**config.mk**
```make
export PLATFORM = sky130hd
export DESIGN_NAME = hazard_forward_unit_flat
export DESIGN_NICKNAME = d
export VERILOG_FILES = /design/src/rtl/hazard_pkg.sv /design/src/rtl/hazard_forward_unit_if.sv /design/src/rtl/hazard_src_match.sv /design/src/rtl/hazard_forward_unit.sv /design/src/flat_wrapper.sv
export SDC_FILE = /design/constraint.sdc
export NUM_CORES = 1
export LEC_CHECK = 0
export ABC_AREA = 1
export CORE_UTILIZATION = 40
export DETAILED_ROUTE_END_ITERATION = 10
export GPL_TIMING_DRIVEN = 1
export PLACE_DENSITY = 0.66
export SLEW_MARGIN = 20
export SYNTH_ARGS = -nofsm -noshare
export SYNTH_HDL_FRONTEND = slang
export SYNTH_SLANG_ARGS = --single-unit
```
**constraint.sdc**
```tcl
create_clock -name clk -period 3 [get_ports clk]
set_input_delay 0.45 -clock clk [delete_from_list [all_inputs] [get_ports clk]]
set_output_delay 0.45 -clock clk [all_outputs]
set_load 0.005 [all_outputs]
```
**src/rtl/hazard_pkg.sv**
```systemverilog
// Shared types and helpers for the hazard/forwarding unit.
// Optional feature macro: HAZARD_FORWARDING_EN (forwarding paths; default build is stall-only).
package hazard_pkg;

  // Scoreboard destination field width; must be >= REG_ADDR_W of any instance.
  localparam int SB_DEST_W = 8;

  // fwd_sel encoding for "take the operand from the register file".
  localparam int FWD_RF = 0;

  // One in-flight instruction as seen by the hazard logic.
  typedef struct packed {
    logic                 valid;
    logic                 wb_en;
    logic [SB_DEST_W-1:0] dest;
    logic                 is_load;
  } sb_entry_t;

  // Width of fwd_sel: encodes 0 (register file) plus one code per tracked stage.
  function automatic int fwd_w(input int stages);
    return (stages < 1) ? 1 : $clog2(stages + 1);
  endfunction

endpackage

```
**src/rtl/hazard_forward_unit_if.sv**
```systemverilog
// ID-stage side-band bundle between the pipeline control and the hazard/forwarding unit.
// Optional feature macro: HAZARD_FORWARDING_EN (affects only how fwd_sel_* is driven).
interface hazard_forward_unit_if
  import hazard_pkg::*;
#(
  parameter int REG_ADDR_W = 4,
  parameter int STAGES     = 2,
  parameter int CNT_W      = 16
) ();

  localparam int FW = fwd_w(STAGES);

  logic                  freeze;
  logic                  flush;
  logic                  id_valid;
  logic                  id_wb_en;
  logic [REG_ADDR_W-1:0] id_dest;
  logic                  id_mem_read;
  logic [REG_ADDR_W-1:0] src_1;
  logic [REG_ADDR_W-1:0] src_2;
  logic                  two_src;
  logic                  hazard_detected;
  logic [FW-1:0]         fwd_sel_1;
  logic [FW-1:0]         fwd_sel_2;
  logic [CNT_W-1:0]      stall_count;

  // Pipeline control side: drives ID information, consumes stall/forward decisions.
  modport master (
    output freeze, flush, id_valid, id_wb_en, id_dest, id_mem_read,
    output src_1, src_2, two_src,
    input  hazard_detected, fwd_sel_1, fwd_sel_2, stall_count
  );

  // Hazard unit side.
  modport slave (
    input  freeze, flush, id_valid, id_wb_en, id_dest, id_mem_read,
    input  src_1, src_2, two_src,
    output hazard_detected, fwd_sel_1, fwd_sel_2, stall_count
  );

endinterface

```
**src/rtl/hazard_src_match.sv**
```systemverilog
// Finds the youngest in-flight producer of one source operand.
// Optional feature macro: HAZARD_FORWARDING_EN (not used here; the caller decides how to use the flags).
module hazard_src_match
  import hazard_pkg::*;
#(
  parameter int REG_ADDR_W = 4,
  parameter int STAGES     = 2,
  parameter int LOAD_LAT   = 1,
  parameter int IDX_W      = fwd_w(STAGES)
) (
  input  sb_entry_t [STAGES-1:0] i_sb,
  input  logic [REG_ADDR_W-1:0]  i_src,
  input  logic                   i_use,
  output logic                   o_hit,
  output logic [IDX_W-1:0]       o_idx,
  output logic                   o_too_early
);

  // Scan oldest to youngest so the lowest-index (youngest) match is the one left standing.
  always_comb begin
    // NOTE: every output gets a default before any condition, otherwise a path that skips the assignment infers a latch.
    o_hit       = 1'b0;
    o_idx       = '0;
    o_too_early = 1'b0;
    if (i_use) begin
      for (int i = STAGES - 1; i >= 0; i--) begin
        if (i_sb[i].valid && i_sb[i].wb_en && (i_sb[i].dest == SB_DEST_W'(i_src))) begin
          o_hit       = 1'b1;
          o_idx       = IDX_W'(i);
          o_too_early = i_sb[i].is_load && (i < LOAD_LAT);
        end
      end
    end
  end

endmodule

```
**src/rtl/hazard_forward_unit.sv**
```systemverilog
// Hazard detection and operand forwarding beside the ID stage, with a private
// scoreboard of the instructions between EXE and WB and a saturating stall counter.
// Optional feature macro: HAZARD_FORWARDING_EN
//   defined   : forward from the youngest producer, stall only on a load that is too young.
//   undefined : stall on any in-flight producer; fwd_sel_* tied to the register file.
module hazard_forward_unit
  import hazard_pkg::*;
#(
  parameter int REG_ADDR_W = 4,
  parameter int STAGES     = 2,
  parameter int LOAD_LAT   = 1,
  parameter int CNT_W      = 16
) (
  input logic                  clk,
  input logic                  rst,
  hazard_forward_unit_if.slave bus
);

  localparam int FW = fwd_w(STAGES);

  sb_entry_t [STAGES-1:0] r_sb;
  logic [CNT_W-1:0]       r_stall_count;

  sb_entry_t       w_id_entry;
  logic            w_hazard;
  logic            w_hit_1;
  logic            w_hit_2;
  logic            w_early_1;
  logic            w_early_2;
  logic [FW-1:0]   w_idx_1;
  logic [FW-1:0]   w_idx_2;
  logic [FW-1:0]   w_fwd_1;
  logic [FW-1:0]   w_fwd_2;

  // src_1 (Rn) is always read; src_2 only when the instruction has two sources.
  hazard_src_match #(
    .REG_ADDR_W (REG_ADDR_W),
    .STAGES     (STAGES),
    .LOAD_LAT   (LOAD_LAT),
    .IDX_W      (FW)
  ) u_src_1 (
    .i_sb        (r_sb),
    .i_src       (bus.src_1),
    .i_use       (1'b1),
    .o_hit       (w_hit_1),
    .o_idx       (w_idx_1),
    .o_too_early (w_early_1)
  );

  hazard_src_match #(
    .REG_ADDR_W (REG_ADDR_W),
    .STAGES     (STAGES),
    .LOAD_LAT   (LOAD_LAT),
    .IDX_W      (FW)
  ) u_src_2 (
    .i_sb        (r_sb),
    .i_src       (bus.src_2),
    .i_use       (bus.two_src),
    .o_hit       (w_hit_2),
    .o_idx       (w_idx_2),
    .o_too_early (w_early_2)
  );

`ifdef HAZARD_FORWARDING_EN
  // Forward from the youngest producer unless it is a load still short of LOAD_LAT.
  always_comb begin
    w_fwd_1 = FW'(FWD_RF);
    w_fwd_2 = FW'(FWD_RF);
    if (w_hit_1 && !w_early_1) w_fwd_1 = w_idx_1 + FW'(1);
    if (w_hit_2 && !w_early_2) w_fwd_2 = w_idx_2 + FW'(1);
    w_hazard = bus.id_valid && (w_early_1 || w_early_2);
  end
`else
  // Stall-only: any in-flight producer blocks ID until it reaches WB.
  always_comb begin
    w_fwd_1  = FW'(FWD_RF);
    w_fwd_2  = FW'(FWD_RF);
    w_hazard = bus.id_valid && (w_hit_1 || w_hit_2);
  end

  // Stage index and load-age flags only matter when forwarding is built in.
  logic w_unused_fwd;
  assign w_unused_fwd = ^{w_idx_1, w_idx_2, w_early_1, w_early_2};
`endif

  // What enters the EXE slot at the next edge: the ID instruction, or a bubble on a stall.
  always_comb begin
    w_id_entry = '0;
    if (bus.id_valid && !w_hazard) begin
      w_id_entry.valid   = 1'b1;
      w_id_entry.wb_en   = bus.id_wb_en;
      w_id_entry.dest    = SB_DEST_W'(bus.id_dest);
      w_id_entry.is_load = bus.id_mem_read;
    end
  end

  // Scoreboard follows the pipeline: clear on reset/flush, hold on freeze, else shift one stage.
  always_ff @(posedge clk) begin
    // NOTE: the scoreboard is only a few flops and its valid bits gate every match, so it is fully reset rather than left as uninitialised storage.
    if (rst || bus.flush) begin
      r_sb <= '0;
    end else if (!bus.freeze) begin
      // NOTE: non-blocking assignments make every stage read its neighbour's pre-edge value, which is what a shift register needs.
      for (int i = STAGES - 1; i >= 1; i--) begin
        r_sb[i] <= r_sb[i-1];
      end
      r_sb[0] <= w_id_entry;
    end
  end

  // Count cycles in which a bubble is actually inserted, saturating at all-ones.
  always_ff @(posedge clk) begin
    if (rst) begin
      r_stall_count <= '0;
    end else if (w_hazard && !bus.freeze && !bus.flush && !(&r_stall_count)) begin
      r_stall_count <= r_stall_count + CNT_W'(1);
    end
  end

  assign bus.hazard_detected = w_hazard;
  assign bus.fwd_sel_1       = w_fwd_1;
  assign bus.fwd_sel_2       = w_fwd_2;
  assign bus.stall_count     = r_stall_count;

endmodule

```
**src/flat_wrapper.sv**
```systemverilog
// flat-port wrapper written by rule: the top's interface ports become plain ports
module hazard_forward_unit_flat import hazard_pkg::*;
#(
  parameter int REG_ADDR_W = 4,
  parameter int STAGES     = 2,
  parameter int LOAD_LAT   = 1,
  parameter int CNT_W      = 16
)
  (clk, rst, bus_freeze, bus_flush, bus_id_valid, bus_id_wb_en, bus_id_dest, bus_id_mem_read, bus_src_1, bus_src_2, bus_two_src, bus_hazard_detected, bus_fwd_sel_1, bus_fwd_sel_2, bus_stall_count);
  hazard_forward_unit_if #(.REG_ADDR_W(REG_ADDR_W), .STAGES(STAGES), .CNT_W(CNT_W)) bus_i ();
  input logic clk;
  input logic rst;
  input wire logic [$bits(bus_i.freeze)-1:0] bus_freeze;
  input wire logic [$bits(bus_i.flush)-1:0] bus_flush;
  input wire logic [$bits(bus_i.id_valid)-1:0] bus_id_valid;
  input wire logic [$bits(bus_i.id_wb_en)-1:0] bus_id_wb_en;
  input wire logic [$bits(bus_i.id_dest)-1:0] bus_id_dest;
  input wire logic [$bits(bus_i.id_mem_read)-1:0] bus_id_mem_read;
  input wire logic [$bits(bus_i.src_1)-1:0] bus_src_1;
  input wire logic [$bits(bus_i.src_2)-1:0] bus_src_2;
  input wire logic [$bits(bus_i.two_src)-1:0] bus_two_src;
  output wire logic [$bits(bus_i.hazard_detected)-1:0] bus_hazard_detected;
  output wire logic [$bits(bus_i.fwd_sel_1)-1:0] bus_fwd_sel_1;
  output wire logic [$bits(bus_i.fwd_sel_2)-1:0] bus_fwd_sel_2;
  output wire logic [$bits(bus_i.stall_count)-1:0] bus_stall_count;
  assign bus_i.freeze = bus_freeze;
  assign bus_i.flush = bus_flush;
  assign bus_i.id_valid = bus_id_valid;
  assign bus_i.id_wb_en = bus_id_wb_en;
  assign bus_i.id_dest = bus_id_dest;
  assign bus_i.id_mem_read = bus_id_mem_read;
  assign bus_i.src_1 = bus_src_1;
  assign bus_i.src_2 = bus_src_2;
  assign bus_i.two_src = bus_two_src;
  assign bus_hazard_detected = bus_i.hazard_detected;
  assign bus_fwd_sel_1 = bus_i.fwd_sel_1;
  assign bus_fwd_sel_2 = bus_i.fwd_sel_2;
  assign bus_stall_count = bus_i.stall_count;
  hazard_forward_unit #(.REG_ADDR_W(REG_ADDR_W), .STAGES(STAGES), .LOAD_LAT(LOAD_LAT), .CNT_W(CNT_W)) u_core (.clk(clk), .rst(rst), .bus(bus_i));
endmodule
```
==> results_tabular.tex, run 1 <==
\begin{tabular}{lr}
\hline
Metric & Value \\
\hline
\multicolumn{2}{l}{\textbf{Floorplanning}} \\
Die footprint & 0.00473 mm2 \\
Core Region & 0.00414 mm2 \\
DIE WIDTH & 68.8 um \\
Initial core utilization & 0.431 \\
Vertical die dimension & 68.8 um \\
Standard-cell row count & 23 \\
Number of primary I/O pins & 41 \\
\multicolumn{2}{l}{\textbf{STA}} \\
Finish-stage setup viols & 0 \\
Setup total negative slack & 0 ns \\
Worst hold slack & 0.475 ns \\
Maximum clock skew at final layout & 0.00304 ns \\
Total count of hold-check failures in the final report & 0 \\
Setup repair after global routing missed its margin & false \\
Ratio of final minimum period to clock period & 0.863 \\
Number of max-slew violations in the final report & 0 \\
Achievable Freq & 0.386 GHz \\
Period minus WS final & 2.59 ns \\
\multicolumn{2}{l}{\textbf{Synth}} \\
Mapped Area & 0.00179 mm2 \\
Synth warnings & 0 \\
Synthesized instance count & 286 \\
Proportion of register bits with asynchronous set or reset after synthesis & 0 \\
Sequential-to-total area share from yosys stat & 0.314 \\
Count of state elements after synthesis & 28 \\
Predominant post-synthesis flop cell & sky130\_fd\_sc\_hd\_\_dfxtp\_1 \\
Post-synthesis share of cell area spent on and, or, nand and nor gates & 0.398 \\
Dominant combinational cell family by area after synthesis & simple AND/OR/NAND/NOR gates \\
Area share of xor/xnor cells in the synthesized design & 0.0196 \\
Distinct cell type count after synthesis & 28 \\
Number of flops mapped to enable cells by yosys & 0 \\
Fraction of synthesized area in multiplexers & 0 \\
Post-synthesis share of cell area spent on full adders, half adders and majority gates & 0.00701 \\
Synthesized area per cell & 6.24 um2 \\
Synthesized-area fraction occupied by ao, oa, aoi and oai cells & 0.113 \\
\multicolumn{2}{l}{\textbf{Power}} \\
Leak Pwr & 0.926 nW \\
Areal power density over the cells & 339 mW/mm2 \\
Worst vdd ir & 0.177 mV \\
\multicolumn{2}{l}{\textbf{Layout}} \\
Antenna diodes & 0 \\
Ratio of cells with drive above 1 in the final layout & 0.0685 \\
Synth-to-Final Area Change & 24.9\% \\
Fill cell total of the finished layout & 449 \\
Most used cells in the layout excluding fill and tap cells & sky130\_fd\_sc\_hd\_\_nand2\_1, sky130\_fd\_sc\_hd\_\_inv\_1, sky130\_fd\_sc\_hd\_\_nor2\_1 \\
Total number of nets in the final design & 343 \\
Most frequent standard cell in the layout excluding fill and tap cells & sky130\_fd\_sc\_hd\_\_nand2\_1 \\
\multicolumn{2}{l}{\textbf{Detailed routing}} \\
Wire length per cell & 10.8 um \\
Via count & 1759 \\
Remaining antenna violation count & 0 \\
Drt drc & 0 \\
Post-Route WL & 4020 um \\
First-pass iteration count of the detailed router & 4 \\
Ratio of routed vias to standard cells & 4.74 \\
Initial DRC Count & 107 \\
\multicolumn{2}{l}{\textbf{Clock tree}} \\
Post-cts hold buffer count & 0 \\
Root Buffer Master & sky130\_fd\_sc\_hd\_\_clkbuf\_8 \\
Clock transition at the register clock pins on the worst setup and hold paths after CTS & 0.10 ns \\
Setup repair bufs after CTS & 0 \\
Clock sinks & 28 \\
Clock tree from TritonCTS & built \\
Buffer levels on the longest clock path & 2 \\
CTS buffer count & 3 \\
Number of H-tree levels & 1 \\
Number of gates resized after cts & 0 \\
Worst-Skew Late Latency & 0.27 ns \\
\multicolumn{2}{l}{\textbf{Worst setup path}} \\
Worst EP arrival & 2.14 ns \\
Startpoint type of the worst setup path & primary input \\
Highest fanout seen on the critical path & 4 \\
Critical path endpoint category & output port \\
WS Path Type & primary input to output port \\
Worst Path Required & 2.55 ns \\
\multicolumn{2}{l}{\textbf{Global routing}} \\
Maximum number of pins on one net before global-route repair & 17 \\
Wire length of the first global-routing pass & 6520 um \\
Initial antenna violation count & 0 \\
Overall Global Routing Usage & 0.182 \\
Via count of the first global-routing pass & 1473 \\
Gr ovfl total & 0 \\
\multicolumn{2}{l}{\textbf{Outcome}} \\
Result of the run & complete, no violations \\
\multicolumn{2}{l}{\textbf{Worst hold path}} \\
Worst hold-check path type & flip-flop to flip-flop \\
\multicolumn{2}{l}{\textbf{Place}} \\
Last weighted congestion value of the routability-driven placer & 0.803 \\
Placed wire-length estimate & 3070 um \\
Count of buffers from port buffering & 35 \\
\multicolumn{2}{l}{\textbf{Flow run}} \\
Number of max-capacitance violations reported & 0 \\
\hline
\end{tabular}
==> power by group <==
part	total (W)	switching, W	leakage (nW)	internal (W)
Sequential	0.000379	0.00000359	0.226	0.000375
Clock	0.000299	0.000120	0.0357	0.000179
Combinational	0.0000786	0.0000391	0.664	0.0000395
==> area by class of cell <==
cell class                      count  area [um2]  share of cell area
Inverter                           52         195              0.0875
Clock buffer                        3        41.3              0.0185
Clock inverter                      1        30.0              0.0135
Tap cell                           50        62.6              0.0281
Sequential cell                    28         561               0.251
Multi-Input combinational cell    200         975               0.437
Timing Repair Buffer               37         365               0.164
==> cell usage after synthesis, types with 2 or more instances <==
master	count	area (um2)
sky130_fd_sc_hd__a21oi_1	14	70.1
sky130_fd_sc_hd__buf_4	4	30.0
sky130_fd_sc_hd__clkbuf_1	3	11.3
sky130_fd_sc_hd__dfxtp_1	28	561
sky130_fd_sc_hd__inv_1	46	173
sky130_fd_sc_hd__inv_2	6	22.5
sky130_fd_sc_hd__nand2_1	77	289
sky130_fd_sc_hd__nand2_2	3	18.8
sky130_fd_sc_hd__nand3_1	12	60.1
sky130_fd_sc_hd__nand4_1	14	87.6
sky130_fd_sc_hd__nor2_1	43	161
sky130_fd_sc_hd__nor2_2	2	12.5
sky130_fd_sc_hd__nor3_1	2	10.0
sky130_fd_sc_hd__nor4_1	2	12.5
sky130_fd_sc_hd__o21ai_0	5	25.0
sky130_fd_sc_hd__o21bai_1	11	82.6
sky130_fd_sc_hd__xnor2_1	3	26.3
==> final timing paths <==
check / startpoint / end / slack [ns] / depth (start not counted)
worst min register to register: u_core.r_sb[21] / u_core.r_sb[21] / 0.47 / 2
worst max register to register: u_core.bus.stall_count[0] / u_core.bus.stall_count[3] / 1.20 / 8
worst max-delay path: bus_src_2[3] / bus_hazard_detected / 0.41 / 10
worst min-delay path: u_core.r_sb[21] / u_core.r_sb[21] / 0.47 / 2
==> worst max-delay path, stage by stage <==
cell,delay (ns)
sky130_fd_sc_hd__clkdlybuf4s50_1,0.53
sky130_fd_sc_hd__inv_1,0.05
sky130_fd_sc_hd__nand2_1,0.05
sky130_fd_sc_hd__nand2_1,0.05
sky130_fd_sc_hd__nor2_1,0.10
sky130_fd_sc_hd__nand3_1,0.08
sky130_fd_sc_hd__nand2_2,0.09
sky130_fd_sc_hd__nand2_4,0.08
sky130_fd_sc_hd__a21oi_1,0.13
sky130_fd_sc_hd__clkdlybuf4s50_1,0.51
==> flip-flops by register name, summed over array words and instances (netlist names) <==
name	flops
u_core.r_sb	12
u_core.bus.stall_count	16
==> cells by family after synthesis <==
family | after synthesis
adder cells (fa/ha/maj) | 1
flip-flops | 28
AND/OR/NAND/NOR | 159
AO/OA/AOI/OAI | 32
other | 1
XOR/XNOR | 4
buffers and inverters | 61
==> metal layers <==
metal | global-route usage | routed length [um]
met1 | 0.273 | 2090
met2 | 0.275 | 1670
met3 | 0.0296 | 235
met4 | 0.0332 | 22
met5 | 0 | 0
==> metrics by stage <==
step / area (um2) / std cells / setup WS, ns / total power, W / util
3_3_place_gp: 2160 / 367 / 0.416 / 0.000465 / 0.521
5_1_grt: 2230 / 371 / 0.262 / 0.000791 / 0.538
6_report: 2230 / 371 / 0.412 / 0.000756 / 0.538
2_1_floorplan: 1800 / 289 / 1.51 / 0.000431 / -
4_1_cts: 2230 / 371 / 0.399 / 0.000765 / 0.538
3_5_place_dp: 2160 / 367 / 0.412 / 0.000466 / 0.521
No activity file was read; power rests on OpenSTA's default activity.
==> run 2: changes to the inputs <==
--- a/config.mk
+++ b/config.mk
@@ -6,6 +6,7 @@
 export NUM_CORES = 1
 export LEC_CHECK = 0
 export ABC_AREA = 1
+export CAP_MARGIN = 25
 export CORE_UTILIZATION = 40
 export DETAILED_ROUTE_END_ITERATION = 10
 export GPL_TIMING_DRIVEN = 1
==> results of run 2 <==
No change in the layout: final DEF, timing and power equal those of run 1.
==> run 3: changes to the inputs <==
--- a/config.mk
+++ b/config.mk
@@ -5,12 +5,11 @@
 export SDC_FILE = /design/constraint.sdc
 export NUM_CORES = 1
 export LEC_CHECK = 0
-export ABC_AREA = 1
 export CAP_MARGIN = 25
-export CORE_UTILIZATION = 40
+export CORE_UTILIZATION = 51
 export DETAILED_ROUTE_END_ITERATION = 10
 export GPL_TIMING_DRIVEN = 1
-export PLACE_DENSITY = 0.66
+export PLACE_DENSITY = 0.84
 export SLEW_MARGIN = 20
 export SYNTH_ARGS = -nofsm -noshare
 export SYNTH_HDL_FRONTEND = slang
==> results_tabular.tex, run 3 <==
\begin{tabular}{lr}
\hline
Metric & Value \\
\hline
\multicolumn{2}{l}{\textbf{Outcome}} \\
Result of the run & complete, no violations \\
\multicolumn{2}{l}{\textbf{Place}} \\
Placed wire-length estimate & 2420 um (-21\%) \\
Last weighted congestion value of the routability-driven placer & 0.866 (+7.8\%) \\
Placed cell count & 227 (-38\%) \\
Count of buffers from port buffering & 35 (unchanged) \\
\multicolumn{2}{l}{\textbf{STA}} \\
Setup total negative slack & 0 ns (unchanged) \\
Number of max-slew violations in the final report & 0 (unchanged) \\
Finish-stage setup viols & 0 (unchanged) \\
Slew at the pin closest to its max-slew limit & 0.942 ns \\
Maximum clock skew at final layout & 0.00852 ns (+0.00548 ns) \\
Setup repair after global routing missed its margin & false \\
Period minus WS final & 2.74 ns (+0.156 ns) \\
Achievable Freq & 0.364 GHz (-5.7\%) \\
Ratio of final minimum period to clock period & 0.915 (+0.0520) \\
Worst rel slew slack & 0.372 \\
Total count of hold-check failures in the final report & 0 (unchanged) \\
\multicolumn{2}{l}{\textbf{Power}} \\
Areal power density over the cells & 364 mW/mm2 (+7.3\%) \\
Leak Pwr & 0.662 nW (-29\%) \\
Worst vdd ir & 0.420 mV (+140\%) \\
\multicolumn{2}{l}{\textbf{Clock tree}} \\
Number of H-tree levels & 1 (unchanged) \\
Buffer levels on the longest clock path & 2 (unchanged) \\
Number of gates resized after cts & 0 (unchanged) \\
Clock tree from TritonCTS & built \\
Clock transition at the register clock pins on the worst setup and hold paths after CTS & 0.14 ns (+0.04 ns) \\
Clock sinks & 28 (unchanged) \\
Root Buffer Master & sky130\_fd\_sc\_hd\_\_clkbuf\_4 \\
Post-cts hold buffer count & 0 (unchanged) \\
CTS buffer count & 3 (unchanged) \\
Setup repair bufs after CTS & 0 (unchanged) \\
Worst-Skew Late Latency & 0.32 ns (+0.05 ns) \\
\multicolumn{2}{l}{\textbf{Detailed routing}} \\
Wire length per cell & 14.3 um (+32\%) \\
Ratio of routed vias to standard cells & 5.66 (+19\%) \\
Via count & 1307 (-26\%) \\
Post-Route WL & 3300 um (-18\%) \\
First-pass iteration count of the detailed router & 4 (unchanged) \\
Drt drc & 0 (unchanged) \\
Initial DRC Count & 48 (-55\%) \\
Remaining antenna violation count & 0 (unchanged) \\
\multicolumn{2}{l}{\textbf{Synth}} \\
Proportion of register bits with asynchronous set or reset after synthesis & 0 (unchanged) \\
Yosys top cell area share & 0.381 (+0.0670) \\
Number of flops mapped to enable cells by yosys & 0 (unchanged) \\
Synth warnings & 0 (unchanged) \\
Cell with the most instances after synthesis & sky130\_fd\_sc\_hd\_\_dfxtp\_1 \\
Synthesized instance count & 165 (-42\%) \\
Area contributors post-synth & sky130\_fd\_sc\_hd\_\_dfxtp\_1, sky130\_fd\_sc\_hd\_\_xnor2\_1, sky130\_fd\_sc\_hd\_\_mux2i\_1, sky130\_fd\_sc\_hd\_\_xor2\_1, sky130\_fd\_sc\_hd\_\_a21oi\_1 \\
Ranking of synthesized cells by instance count & sky130\_fd\_sc\_hd\_\_dfxtp\_1, sky130\_fd\_sc\_hd\_\_a21oi\_1, sky130\_fd\_sc\_hd\_\_nor2\_1 \\
Largest area contributor in the netlist & sky130\_fd\_sc\_hd\_\_dfxtp\_1 \\
Synthesized area per cell & 8.92 um2 (+43\%) \\
Mapped Area & 0.00147 mm2 (-18\%) \\
Count of state elements after synthesis & 28 (unchanged) \\
Sequential-to-total area share from yosys stat & 0.381 (+0.0670) \\
Predominant post-synthesis flop cell & sky130\_fd\_sc\_hd\_\_dfxtp\_1 \\
Distinct cell type count after synthesis & 39 (+39\%) \\
\multicolumn{2}{l}{\textbf{Global routing}} \\
Wire length of the first global-routing pass & 5580 um (-14\%) \\
Gr ovfl total & 0 (unchanged) \\
Via count of the first global-routing pass & 1320 (-10\%) \\
Maximum number of pins on one net before global-route repair & 29 (+12) \\
Overall Global Routing Usage & 0.217 (+0.0349) \\
Initial antenna violation count & 0 (unchanged) \\
\multicolumn{2}{l}{\textbf{Layout}} \\
Most frequent standard cell in the layout excluding fill and tap cells & sky130\_fd\_sc\_hd\_\_clkdlybuf4s50\_1 \\
Total number of nets in the final design & 222 (-35\%) \\
Ratio of cells with drive above 1 in the final layout & 0.0850 (+0.0165) \\
Most used cells in the layout excluding fill and tap cells & sky130\_fd\_sc\_hd\_\_clkdlybuf4s50\_1, sky130\_fd\_sc\_hd\_\_dfxtp\_1, sky130\_fd\_sc\_hd\_\_nor2\_1, sky130\_fd\_sc\_hd\_\_a21oi\_1, sky130\_fd\_sc\_hd\_\_xnor2\_1 \\
Antenna diodes & 0 (unchanged) \\
Fill cell total of the finished layout & 246 (-45\%) \\
Synth-to-Final Area Change & 27.2\% \\
Max reg flops & 16 (unchanged) \\
Layout Cells excl Fill & 231 (-38\%) \\
\multicolumn{2}{l}{\textbf{Floorplanning}} \\
Standard-cell row count & 19 (-17\%) \\
Die footprint & 0.00310 mm2 (-34\%) \\
Initial core utilization & 0.538 (+0.107) \\
Vertical die dimension & 55.7 um (-19\%) \\
Core Region & 0.00273 mm2 (-34\%) \\
DIE WIDTH & 55.7 um (-19\%) \\
Number of primary I/O pins & 41 (unchanged) \\
\multicolumn{2}{l}{\textbf{Worst hold path}} \\
Worst hold-check path type & flip-flop to flip-flop \\
\multicolumn{2}{l}{\textbf{Worst setup path}} \\
Startpoint type of the worst setup path & primary input \\
Ordered list of cells on the worst path & clkdlybuf4s50\_1, xnor2\_1, nand4\_1, nor4\_1, a41o\_2, nor2\_1, nor2b\_1, clkdlybuf4s50\_1 \\
Critical path endpoint category & output port \\
WS Path Type & primary input to output port \\
CP peak stage delay & 0.51 ns (-0.02 ns) \\
Cell occurring most often along the worst timing path & sky130\_fd\_sc\_hd\_\_clkdlybuf4s50\_1 \\
Highest fanout seen on the critical path & 4 (unchanged) \\
Worst Path Required & 2.55 ns (about the same) \\
Worst EP arrival & 2.29 ns (+0.15 ns) \\
Master of the slowest instance on the critical path & sky130\_fd\_sc\_hd\_\_clkdlybuf4s50\_1 \\
\multicolumn{2}{l}{\textbf{Flow run}} \\
Number of max-capacitance violations reported & 0 (unchanged) \\
\hline
\end{tabular}
-- run 3: kinds of logic after synthesis --
kind of cell	after synthesis	synth area share
simple gates	59	0.222
compound gates	38	0.178
flops	28	0.381
xor+xnor	17	0.101
buf+inv	14	0.0595
mux	7	0.0476
fa+ha+maj	1	0.00850
other cells	1	0.00255
-- run 3: through the flow --
stage	setup WS [ns]	utilization	power, W	hold WS, ns	cell area, um2
detailed placement	0.263	0.665	0.000446	0.500	1820
CTS	0.249	0.685	0.000683	0.521	1870
floorplan	1.10	-	0.000416	0.466	1480
finish	0.256	0.685	0.000681	0.519	1870
global route	0.0992	0.685	0.000705	0.549	1870
global placement	0.280	0.665	0.000445	0.478	1820
-- run 3: layout make-up --
class	count	area, um2	area share
inverters	5	20.0	0.0107
repair buffers	37	365	0.195
clock buffers	3	22.5	0.0120
clock inverters	1	30.0	0.0160
multi-input cells	126	835	0.446
flip-flops and latches	28	561	0.299
well taps	31	38.8	0.0207
-- run 3: final timing paths --
| kind | startpoint | to | slack (ns) | cells after the start |
|---|---|---|---|---|
| worst max-delay path | bus_src_2[2] | bus_hazard_detected | 0.26 | 8 |
| worst min register to register | u_core.r_sb[10] | u_core.r_sb[10] | 0.52 | 2 |
| worst min-delay path | u_core.r_sb[10] | u_core.r_sb[10] | 0.52 | 2 |
| worst max register to register | u_core.bus.stall_count[0] | u_core.bus.stall_count[11] | 0.67 | 7 |
-- run 3: critical path: cells and delay by family --
kind            cells  cell delay [ns]
compound gates      1             0.19
xor+xnor            1             0.14
buf+inv             2             1.01
simple gates        4             0.49
-- run 3: power by group --
| part | internal, W | total [W] | switching, W |
|---|---|---|---|
| combinational | 0.0000356 | 0.0000614 | 0.0000258 |
| sequential | 0.000374 | 0.000377 | 0.00000276 |
| clock | 0.000135 | 0.000242 | 0.000107 |
| total | 0.000545 | 0.000681 | 0.000136 |
-- run 3: per-layer routing --
layer | wire, um | up-vias | track usage
met5 | 0 | - | 0
met4 | 25 | 0 | 0.0714
met3 | 188 | 4 | 0.0442
met2 | 1570 | 34 | 0.365
met1 | 1520 | 609 | 0.279
li1 | - | 660 | -
